[src/rtl/countdown_timer_mmss_if.sv]
// Control and display bundle for the MM:SS countdown timer.
// The master drives the controls; the timer slave drives the digits and status.
interface countdown_timer_mmss_if;
   logic       en;
   logic       load;
   logic [3:0] load_min_msd;
   logic [3:0] load_min_lsd;
   logic [3:0] load_sec_msd;
   logic [3:0] load_sec_lsd;
   logic       start;
   logic       stop;
   logic [3:0] min_msd;
   logic [3:0] min_lsd;
   logic [3:0] sec_msd;
   logic [3:0] sec_lsd;
   logic       running;
   logic       zero;
   logic       done;
   logic       alarm;

   modport master (
      output en, load, start, stop,
      output load_min_msd, load_min_lsd,
      output load_sec_msd, load_sec_lsd,
      input  min_msd, min_lsd, sec_msd, sec_lsd,
      input  running, zero, done, alarm
   );

   modport slave (
      input  en, load, start, stop,
      input  load_min_msd, load_min_lsd,
      input  load_sec_msd, load_sec_lsd,
      output min_msd, min_lsd, sec_msd, sec_lsd,
      output running, zero, done, alarm
   );
endinterface

[src/rtl/countdown_timer_mmss.sv]
// BCD MM:SS countdown timer with load, pause, done pulse and timed alarm.
// Counts down one second per en tick while running and stops at 00:00.
module countdown_timer_mmss #(
   parameter int MIN_MSD_MAX = 5,
   parameter int ALARM_TICKS = 8
) (
   input  logic                  clk,
   input  logic                  reset_n,
   countdown_timer_mmss_if.slave bus
);

   typedef enum logic [1:0] {
      IDLE,
      RUN,
      PAUSE,
      EXPIRED
   } state_t;

   state_t     state;
   logic [3:0] mm_t, mm_u, ss_t, ss_u;
   logic [3:0] alarm_cnt;
   logic       running_q, done_q, alarm_q;

   logic [3:0] ld_mm_t, ld_mm_u, ld_ss_t, ld_ss_u;
   logic [3:0] dec_mm_t, dec_mm_u, dec_ss_t, dec_ss_u;
   logic       is_zero, is_last;

   localparam logic [3:0] MM_T_MAX = 4'(MIN_MSD_MAX);
   localparam logic [3:0] A_TICKS  = 4'(ALARM_TICKS);

   // Clamp incoming digits so the counter never holds non-BCD or out-of-range values.
   always_comb begin
      ld_mm_t = (bus.load_min_msd > MM_T_MAX) ? MM_T_MAX : bus.load_min_msd;
      ld_mm_u = (bus.load_min_lsd > 4'd9) ? 4'd9 : bus.load_min_lsd;
      ld_ss_t = (bus.load_sec_msd > 4'd5) ? 4'd5 : bus.load_sec_msd;
      ld_ss_u = (bus.load_sec_lsd > 4'd9) ? 4'd9 : bus.load_sec_lsd;
   end

   // One-second decrement with borrow ripple; holds at 00:00.
   always_comb begin
      dec_mm_t = mm_t;
      dec_mm_u = mm_u;
      dec_ss_t = ss_t;
      dec_ss_u = ss_u;
      if (!is_zero) begin
         if (ss_u != 4'd0) begin
            dec_ss_u = ss_u - 4'd1;
         end else begin
            dec_ss_u = 4'd9;
            if (ss_t != 4'd0) begin
               dec_ss_t = ss_t - 4'd1;
            end else begin
               dec_ss_t = 4'd5;
               if (mm_u != 4'd0) begin
                  dec_mm_u = mm_u - 4'd1;
               end else begin
                  dec_mm_u = 4'd9;
                  dec_mm_t = mm_t - 4'd1;
               end
            end
         end
      end
   end

   assign is_zero = (mm_t == 4'd0) && (mm_u == 4'd0) &&
                    (ss_t == 4'd0) && (ss_u == 4'd0);
   assign is_last = (mm_t == 4'd0) && (mm_u == 4'd0) &&
                    (ss_t == 4'd0) && (ss_u == 4'd1);

   // Control FSM: load > stop > start > en, all outputs registered except zero.
   always_ff @(posedge clk or negedge reset_n) begin
      if (!reset_n) begin
         state     <= IDLE;
         mm_t      <= 4'd0;
         mm_u      <= 4'd0;
         ss_t      <= 4'd0;
         ss_u      <= 4'd0;
         alarm_cnt <= 4'd0;
         running_q <= 1'b0;
         done_q    <= 1'b0;
         alarm_q   <= 1'b0;
      end else begin
         done_q <= 1'b0;
         if (bus.load) begin
            mm_t      <= ld_mm_t;
            mm_u      <= ld_mm_u;
            ss_t      <= ld_ss_t;
            ss_u      <= ld_ss_u;
            state     <= IDLE;
            running_q <= 1'b0;
            alarm_q   <= 1'b0;
            alarm_cnt <= 4'd0;
         end else begin
            unique case (state)
               IDLE, PAUSE: begin
                  if (!bus.stop && bus.start && !is_zero) begin
                     state     <= RUN;
                     running_q <= 1'b1;
                  end
               end
               RUN: begin
                  if (bus.stop) begin
                     state     <= PAUSE;
                     running_q <= 1'b0;
                  end else if (bus.en) begin
                     if (is_last) begin
                        state     <= EXPIRED;
                        running_q <= 1'b0;
                        done_q    <= 1'b1;
                        alarm_q   <= 1'b1;
                        alarm_cnt <= A_TICKS;
                     end
                     mm_t <= dec_mm_t;
                     mm_u <= dec_mm_u;
                     ss_t <= dec_ss_t;
                     ss_u <= dec_ss_u;
                  end
               end
               EXPIRED: begin
                  if (bus.stop) begin
                     state     <= IDLE;
                     alarm_q   <= 1'b0;
                     alarm_cnt <= 4'd0;
                  end else if (bus.en) begin
                     if (alarm_cnt <= 4'd1) begin
                        state     <= IDLE;
                        alarm_q   <= 1'b0;
                        alarm_cnt <= 4'd0;
                     end else begin
                        alarm_cnt <= alarm_cnt - 4'd1;
                     end
                  end
               end
               default: state <= IDLE;
            endcase
         end
      end
   end

   assign bus.min_msd = mm_t;
   assign bus.min_lsd = mm_u;
   assign bus.sec_msd = ss_t;
   assign bus.sec_lsd = ss_u;
   assign bus.running = running_q;
   assign bus.zero    = is_zero;
   assign bus.done    = done_q;
   assign bus.alarm   = alarm_q;

endmodule
[src/flat_wrapper.sv]
// flat-port wrapper written by rule: the top's interface ports become plain ports
module countdown_timer_mmss_flat 
#(
   parameter int MIN_MSD_MAX = 5,
   parameter int ALARM_TICKS = 8
)
  (clk, reset_n, bus_en, bus_load, bus_start, bus_stop, bus_load_min_msd, bus_load_min_lsd, bus_load_sec_msd, bus_load_sec_lsd, bus_min_msd, bus_min_lsd, bus_sec_msd, bus_sec_lsd, bus_running, bus_zero, bus_done, bus_alarm);
  countdown_timer_mmss_if bus_i ();
  input  logic clk;
  input  logic reset_n;
  input wire logic [$bits(bus_i.en)-1:0] bus_en;
  input wire logic [$bits(bus_i.load)-1:0] bus_load;
  input wire logic [$bits(bus_i.start)-1:0] bus_start;
  input wire logic [$bits(bus_i.stop)-1:0] bus_stop;
  input wire logic [$bits(bus_i.load_min_msd)-1:0] bus_load_min_msd;
  input wire logic [$bits(bus_i.load_min_lsd)-1:0] bus_load_min_lsd;
  input wire logic [$bits(bus_i.load_sec_msd)-1:0] bus_load_sec_msd;
  input wire logic [$bits(bus_i.load_sec_lsd)-1:0] bus_load_sec_lsd;
  output wire logic [$bits(bus_i.min_msd)-1:0] bus_min_msd;
  output wire logic [$bits(bus_i.min_lsd)-1:0] bus_min_lsd;
  output wire logic [$bits(bus_i.sec_msd)-1:0] bus_sec_msd;
  output wire logic [$bits(bus_i.sec_lsd)-1:0] bus_sec_lsd;
  output wire logic [$bits(bus_i.running)-1:0] bus_running;
  output wire logic [$bits(bus_i.zero)-1:0] bus_zero;
  output wire logic [$bits(bus_i.done)-1:0] bus_done;
  output wire logic [$bits(bus_i.alarm)-1:0] bus_alarm;
  assign bus_i.en = bus_en;
  assign bus_i.load = bus_load;
  assign bus_i.start = bus_start;
  assign bus_i.stop = bus_stop;
  assign bus_i.load_min_msd = bus_load_min_msd;
  assign bus_i.load_min_lsd = bus_load_min_lsd;
  assign bus_i.load_sec_msd = bus_load_sec_msd;
  assign bus_i.load_sec_lsd = bus_load_sec_lsd;
  assign bus_min_msd = bus_i.min_msd;
  assign bus_min_lsd = bus_i.min_lsd;
  assign bus_sec_msd = bus_i.sec_msd;
  assign bus_sec_lsd = bus_i.sec_lsd;
  assign bus_running = bus_i.running;
  assign bus_zero = bus_i.zero;
  assign bus_done = bus_i.done;
  assign bus_alarm = bus_i.alarm;
  countdown_timer_mmss #(.MIN_MSD_MAX(MIN_MSD_MAX), .ALARM_TICKS(ALARM_TICKS)) u_core (.clk(clk), .reset_n(reset_n), .bus(bus_i));
endmodule
[config.mk]
export PLATFORM = sky130hd
export DESIGN_NAME = countdown_timer_mmss_flat
export DESIGN_NICKNAME = d
export VERILOG_FILES = /design/src/rtl/countdown_timer_mmss_if.sv /design/src/rtl/countdown_timer_mmss.sv /design/src/flat_wrapper.sv
export SDC_FILE = /design/constraint.sdc
export NUM_CORES = 1
export LEC_CHECK = 0
export ABC_CLOCK_PERIOD_IN_PS = 4500
export CAP_MARGIN = 20
export CORE_UTILIZATION = 41
export CTS_BUF_LIST = sky130_fd_sc_hd__clkbuf_8
export DETAILED_ROUTE_END_ITERATION = 8
export PLACE_DENSITY = 0.81
export SYNTH_ARGS = -nofsm -noshare
export SYNTH_HDL_FRONTEND = slang
export SYNTH_SLANG_ARGS = --single-unit
[constraint.sdc]
create_clock -name clk -period 4.5 [get_ports clk]
set_input_delay 0.9 -clock clk [delete_from_list [all_inputs] [get_ports clk]]
set_output_delay 0.9 -clock clk [all_outputs]
set_load 0.03 [all_outputs]
Word level (Yosys, flattened, before mapping)
Cells that the tools add are included.
Widths: inputs -> output; s select.
{"block": "word_totals", "word_cells": 134, "reg_bits": 25, "inputBits": 22, "out_inout_bits": 20}
{"block": "classes", "mux": 69, "magnitude_cmp": 5, "n_eq_ne": 17, "n_reduce_logical": 29, "n_addsub": 5}
{"cell": "$mux 4", "n": 40}
{"cell": "$sub 4x1->4 const B", "n": 5}
{"cell": "$mux 1", "n": 17}
{"cell": "$logic_not 4->1", "n": 4}
{"cell": "$mux 2", "n": 8}
{"cell": "$reduce_and 5->1", "n": 3}
{"cell": "$reduce_and 6->1", "n": 2}
{"cell": "$reduce_bool 4->1", "n": 3}
{"cell": "$ne 2x2->1 const B", "n": 5}
{"cell": "$gt 4x3->1 const B", "n": 2}
{"cell": "$gt 4x4->1 const B", "n": 2}
{"cell": "$ne 4x3->1 const B", "n": 2}
{"cell": "$ne 4x4->1 const B", "n": 2}
{"cell": "$pmux 4 s2", "n": 1}
{"cell": "$reduce_and 4->1", "n": 2}
{"cell": "$reduce_and 7->1", "n": 1}
{"cell": "$logic_and 1x1->1", "n": 6}
{"cell": "$ne 3x2->1 const B", "n": 2}
{"cell": "$ne 3x3->1 const B", "n": 2}
{"cell": "$pmux 2 s3", "n": 1}
{"cell": "$reduce_bool 3->1", "n": 2}
{"cell": "$eq 2x2->1 const B", "n": 2}
{"cell": "$eq 4x1->1 const B", "n": 1}
{"cell": "$le 4x1->1 const B", "n": 1}
{"cell": "other kinds (6)", "n": 9}

Depth between registers and ports, before layout
{"block": "logic_depth", "depth_word": 9, "mapped_depth": 7}

Least setup slack after synthesis
OpenSTA, ideal clock, no wires.
{"block": "synth_timing", "path_type": "register to output", "startpoint": "register u_core.mm_t[0], in the netlist u_core.bus.min_msd[0]", "endpoint": "output bus_zero", "slack_ns": 2.026, "stages_incl_launch_ff": 6, "arrival_ns": 1.574, "required_time_ns": 3.600, "path_buffers": 0, "path_cell_list": "dfrtp_1 -> inv_1 -> ha_1 -> nor3b_1 -> nand4_1 -> inv_1"}
{"block": "synth_between", "elab_chain_len": 4}
{"element": "start: declaration", "line_no": "countdown_timer_mmss.sv:20", "source": "logic [3:0] mm_t, mm_u, ss_t, ss_u;"}
{"element": "start signal: assignment", "line_no": "countdown_timer_mmss.sv:85", "source": "mm_t <= ld_mm_t;"}
{"element": "start signal: assignment", "line_no": "countdown_timer_mmss.sv:113", "source": "mm_t <= dec_mm_t;"}
{"element": "$logic_not 4->1", "line_no": "countdown_timer_mmss.sv:65", "source": "assign is_zero = (mm_t == 4'd0) && (mm_u == 4'd0) &&"}
{"element": "$logic_and 1x1->1 (2 in series)", "line_no": "countdown_timer_mmss.sv:65"}
{"element": "$logic_and 1x1->1", "line_no": "countdown_timer_mmss.sv:66", "source": "(ss_t == 4'd0) && (ss_u == 4'd0);"}
{"element": "end: declaration", "line_no": "flat_wrapper.sv:24", "source": "output wire logic [$bits(bus_i.zero)-1:0] bus_zero;"}
Every way passes these cells.

Final worst setup path
Ends and elaborated chain as after synthesis.

==> impl_metrics.py <==
metrics = {
    "worst_setup_path": {
        "critPathCaptureType": "output port",
        "critPathMaxFanout": 6,
        "crit_arrival_ns": 2.52,
        "path_class": "reg2out",
        "start_kind": "flip-flop",
        "r2r_cells": 6,
        "required_ns": 3.60,
    },
    "synth": {
        "syn-num-nets": 217,
        "async_flop_share": 1.00,
        "synth_edf_count": 0,
        "synthFlopType": "dfrtp_1",
        "yosys_warnings": 0,
        "synth_area_um2": 1670,
        "ys_ff_latch": 25,
        "avgSynthCellArea_um2": 8.75,
        "yosysUniqueCellTypes": 53,
        "synth_cells": 191,
        "yosysSeqAreaShare": 0.374,
    },
    "global_route": {
        "track_usage": 0.208,
        "antenna_found_initial": 0,
        "grt_max_degree": 27,
        "grt_pass1_vias": 1509,
        "grt.overflow.total": 0,
        "grt_first_pass_wirelength_um": 6950,
    },
    "pwr": {
        "power_mw": 0.527,
        "powerDensity_nw_per_um2": 243,
        "p_leak_nw": 0.843,
        "ir_drop_uv": 155,
    },
    "place": {
        "gp_congestion": 0.880,
        "place_hpwl_um": 3080,
        "portBuffers": 41,
    },
    "final_layout": {
        "post_route_cells_drive_above_1_share": 0.0783,
        "layout.cells.most_common": "clkdlybuf4s50_1",
        "antennaDiodeCount": 0,
        "layout_common_cells": "clkdlybuf4s50_1 (41), dfrtp_1 (25), nor2_1 (22)",
        "nets": 257,
        "area_growth_pct": 29.5,
    },
    "job": {
        "drv_cap": 0,
    },
    "min_path": {
        "whs_path_depth": 2,
        "holdCritPathClass": "reg2reg",
    },
    "timing": {
        "max_freq_mhz": 293,
        "tns_ns": 0,
        "min_period_over_period": 0.759,
        "min_period_ns": 3.42,
        "setup_viol": 0,
        "finalMaxSlewViolations": 0,
        "hold_viol_final": 0,
        "skew_ns": 0.00446,
        "tightest_slew_ns": 0.625,
        "rsz0062_at_grt": "no",
        "slew_headroom": 0.582,
    },
    "floorplanning": {
        "rows": 22,
        "io_pins": 42,
        "start_util": 0.443,
        "fp.dieH_um": 65.9,
        "die_x_um": 65.9,
        "die_area_um2": 4340,
        "core_um2": 3770,
    },
    "status": {
        "status": "finished clean",
    },
    "clock_tree": {
        "cts_max_level": 1,
        "cts_setup_buffers": 0,
        "clk_latency_ns": 0.27,
        "clk_pin_slew_ns": 0.09,
        "hold_buffers": 0,
        "cts_max_path_buffers": 2,
        "cts_repair_resize_count": 0,
        "cts_tree": "done",
        "cts_root_buffer": "clkbuf_8",
        "cts_buffers": 3,
        "clock-sinks": 25,
    },
    "route": {
        "drt_pass1_iterations": 4,
        "wl_um": 4090,
        "vias": 1621,
        "routed_via_density": 5.83,
        "drt.antenna.violating_nets": 0,
        "drt_iter0_drc": 69,
        "post_drt_wl_per_cell_um": 14.7,
        "route.detailed.drc": 0,
    },
}
-- layout make-up --
class                           count  area, um2
Fill cell                         333       1610
Multi-Input combinational cell    145        958
Sequential cell                    25        626
Timing Repair Buffer               43        425
Tap cell                           48       60.1
Inverter                           13       48.8
Clock buffer                        3       41.3
Clock inverter                      1       5.00
-- Yosys cell counts (3+ instances only) --
cell / count / area (um2)
a21oi_1: 9 / 45.0
nand3_1: 6 / 30.0
o31a_1: 5 / 43.8
nor3_1: 3 / 15.0
nor2_1: 22 / 82.6
o21ai_0: 10 / 50.1
inv_1: 12 / 45.0
dfrtp_1: 25 / 626
nor3b_1: 3 / 22.5
ha_1: 4 / 50.1
nand2_1: 11 / 41.3
nor4_1: 3 / 18.8
mux2i_1: 3 / 30.0
or3_1: 3 / 18.8
a31oi_1: 10 / 62.6
or4_1: 3 / 22.5
nor2b_1: 6 / 37.5
clkbuf_1: 6 / 22.5
nand4b_1: 3 / 26.3
-- per-stage QoR --
stage          hold WS [ns]   util  worst slack, ns  std cells  cell area [um2]
5_1_grt               0.583  0.574            0.893        278             2160
2_1_floorplan         0.499      -             2.03        191             1670
6_report              0.557  0.574             1.08        278             2160
3_3_place_gp          0.542  0.562             1.50        274             2120
4_1_cts               0.562  0.574             1.09        278             2160
3_5_place_dp          0.542  0.562             1.41        274             2120
-- cell families (layout without fill, tap and decap cells) --
kind of cell | after synthesis | count (layout) | synth area share
compound gates | 55 | 55 | 0.227
fa+ha+maj | 4 | 4 | 0.0299
mux | 3 | 3 | 0.0180
buf+inv | 21 | 60 | 0.0524
flops | 25 | 25 | 0.374
simple gates | 83 | 83 | 0.299
-- critical path: stages (launching register included) --
cell and delay, ns:
dfrtp_1 0.42, inv_1 0.09, ha_1 0.14, nor3b_1 0.45
nand4_1 0.33, inv_1 0.13, clkdlybuf4s50_1 0.69
-- worst paths after layout --
path | from | endpoint | slack, ns
max | u_core.bus.min_msd[0] | bus_zero | 1.08
min | u_core.alarm_cnt[3] | u_core.alarm_cnt[3] | 0.56
max reg2reg | u_core.bus.min_msd[0] | u_core.alarm_cnt[1] | 2.25
min reg2reg | u_core.alarm_cnt[3] | u_core.alarm_cnt[3] | 0.56
max in group asynchronous | reset_n | u_core.state[0] | 2.88
min in group asynchronous | reset_n | u_core.bus.min_lsd[1] | 1.01
-- report_power, final --
part,switching [mW],leakage (nW),internal (mW)
Combinational,0.0722,0.505,0.0613
Sequential,0.0206,0.313,0.238
Clock,0.0730,0.0255,0.0621
Total,0.166,0.843,0.361
-- routing by layer --
metal  vias to the layer above  track usage  wire length [um]
li1                        799            -                 -
met1                       782        0.274              1910
met2                        35        0.344              2000
met3                         5       0.0259               132
met4                         0       0.0815                51
met5                         -            0                 0
-- flip-flops by register name, summed over array words and instances (netlist names) --
register	cells
u_core.bus.sec_msd	4
u_core.bus.sec_lsd	4
u_core.bus.running	1
u_core.alarm_cnt	4
u_core.bus.alarm	1
u_core.bus.min_msd	4
u_core.bus.min_lsd	4
u_core.state	2
u_core.bus.done	1
(Power assumes the default switching activity.)
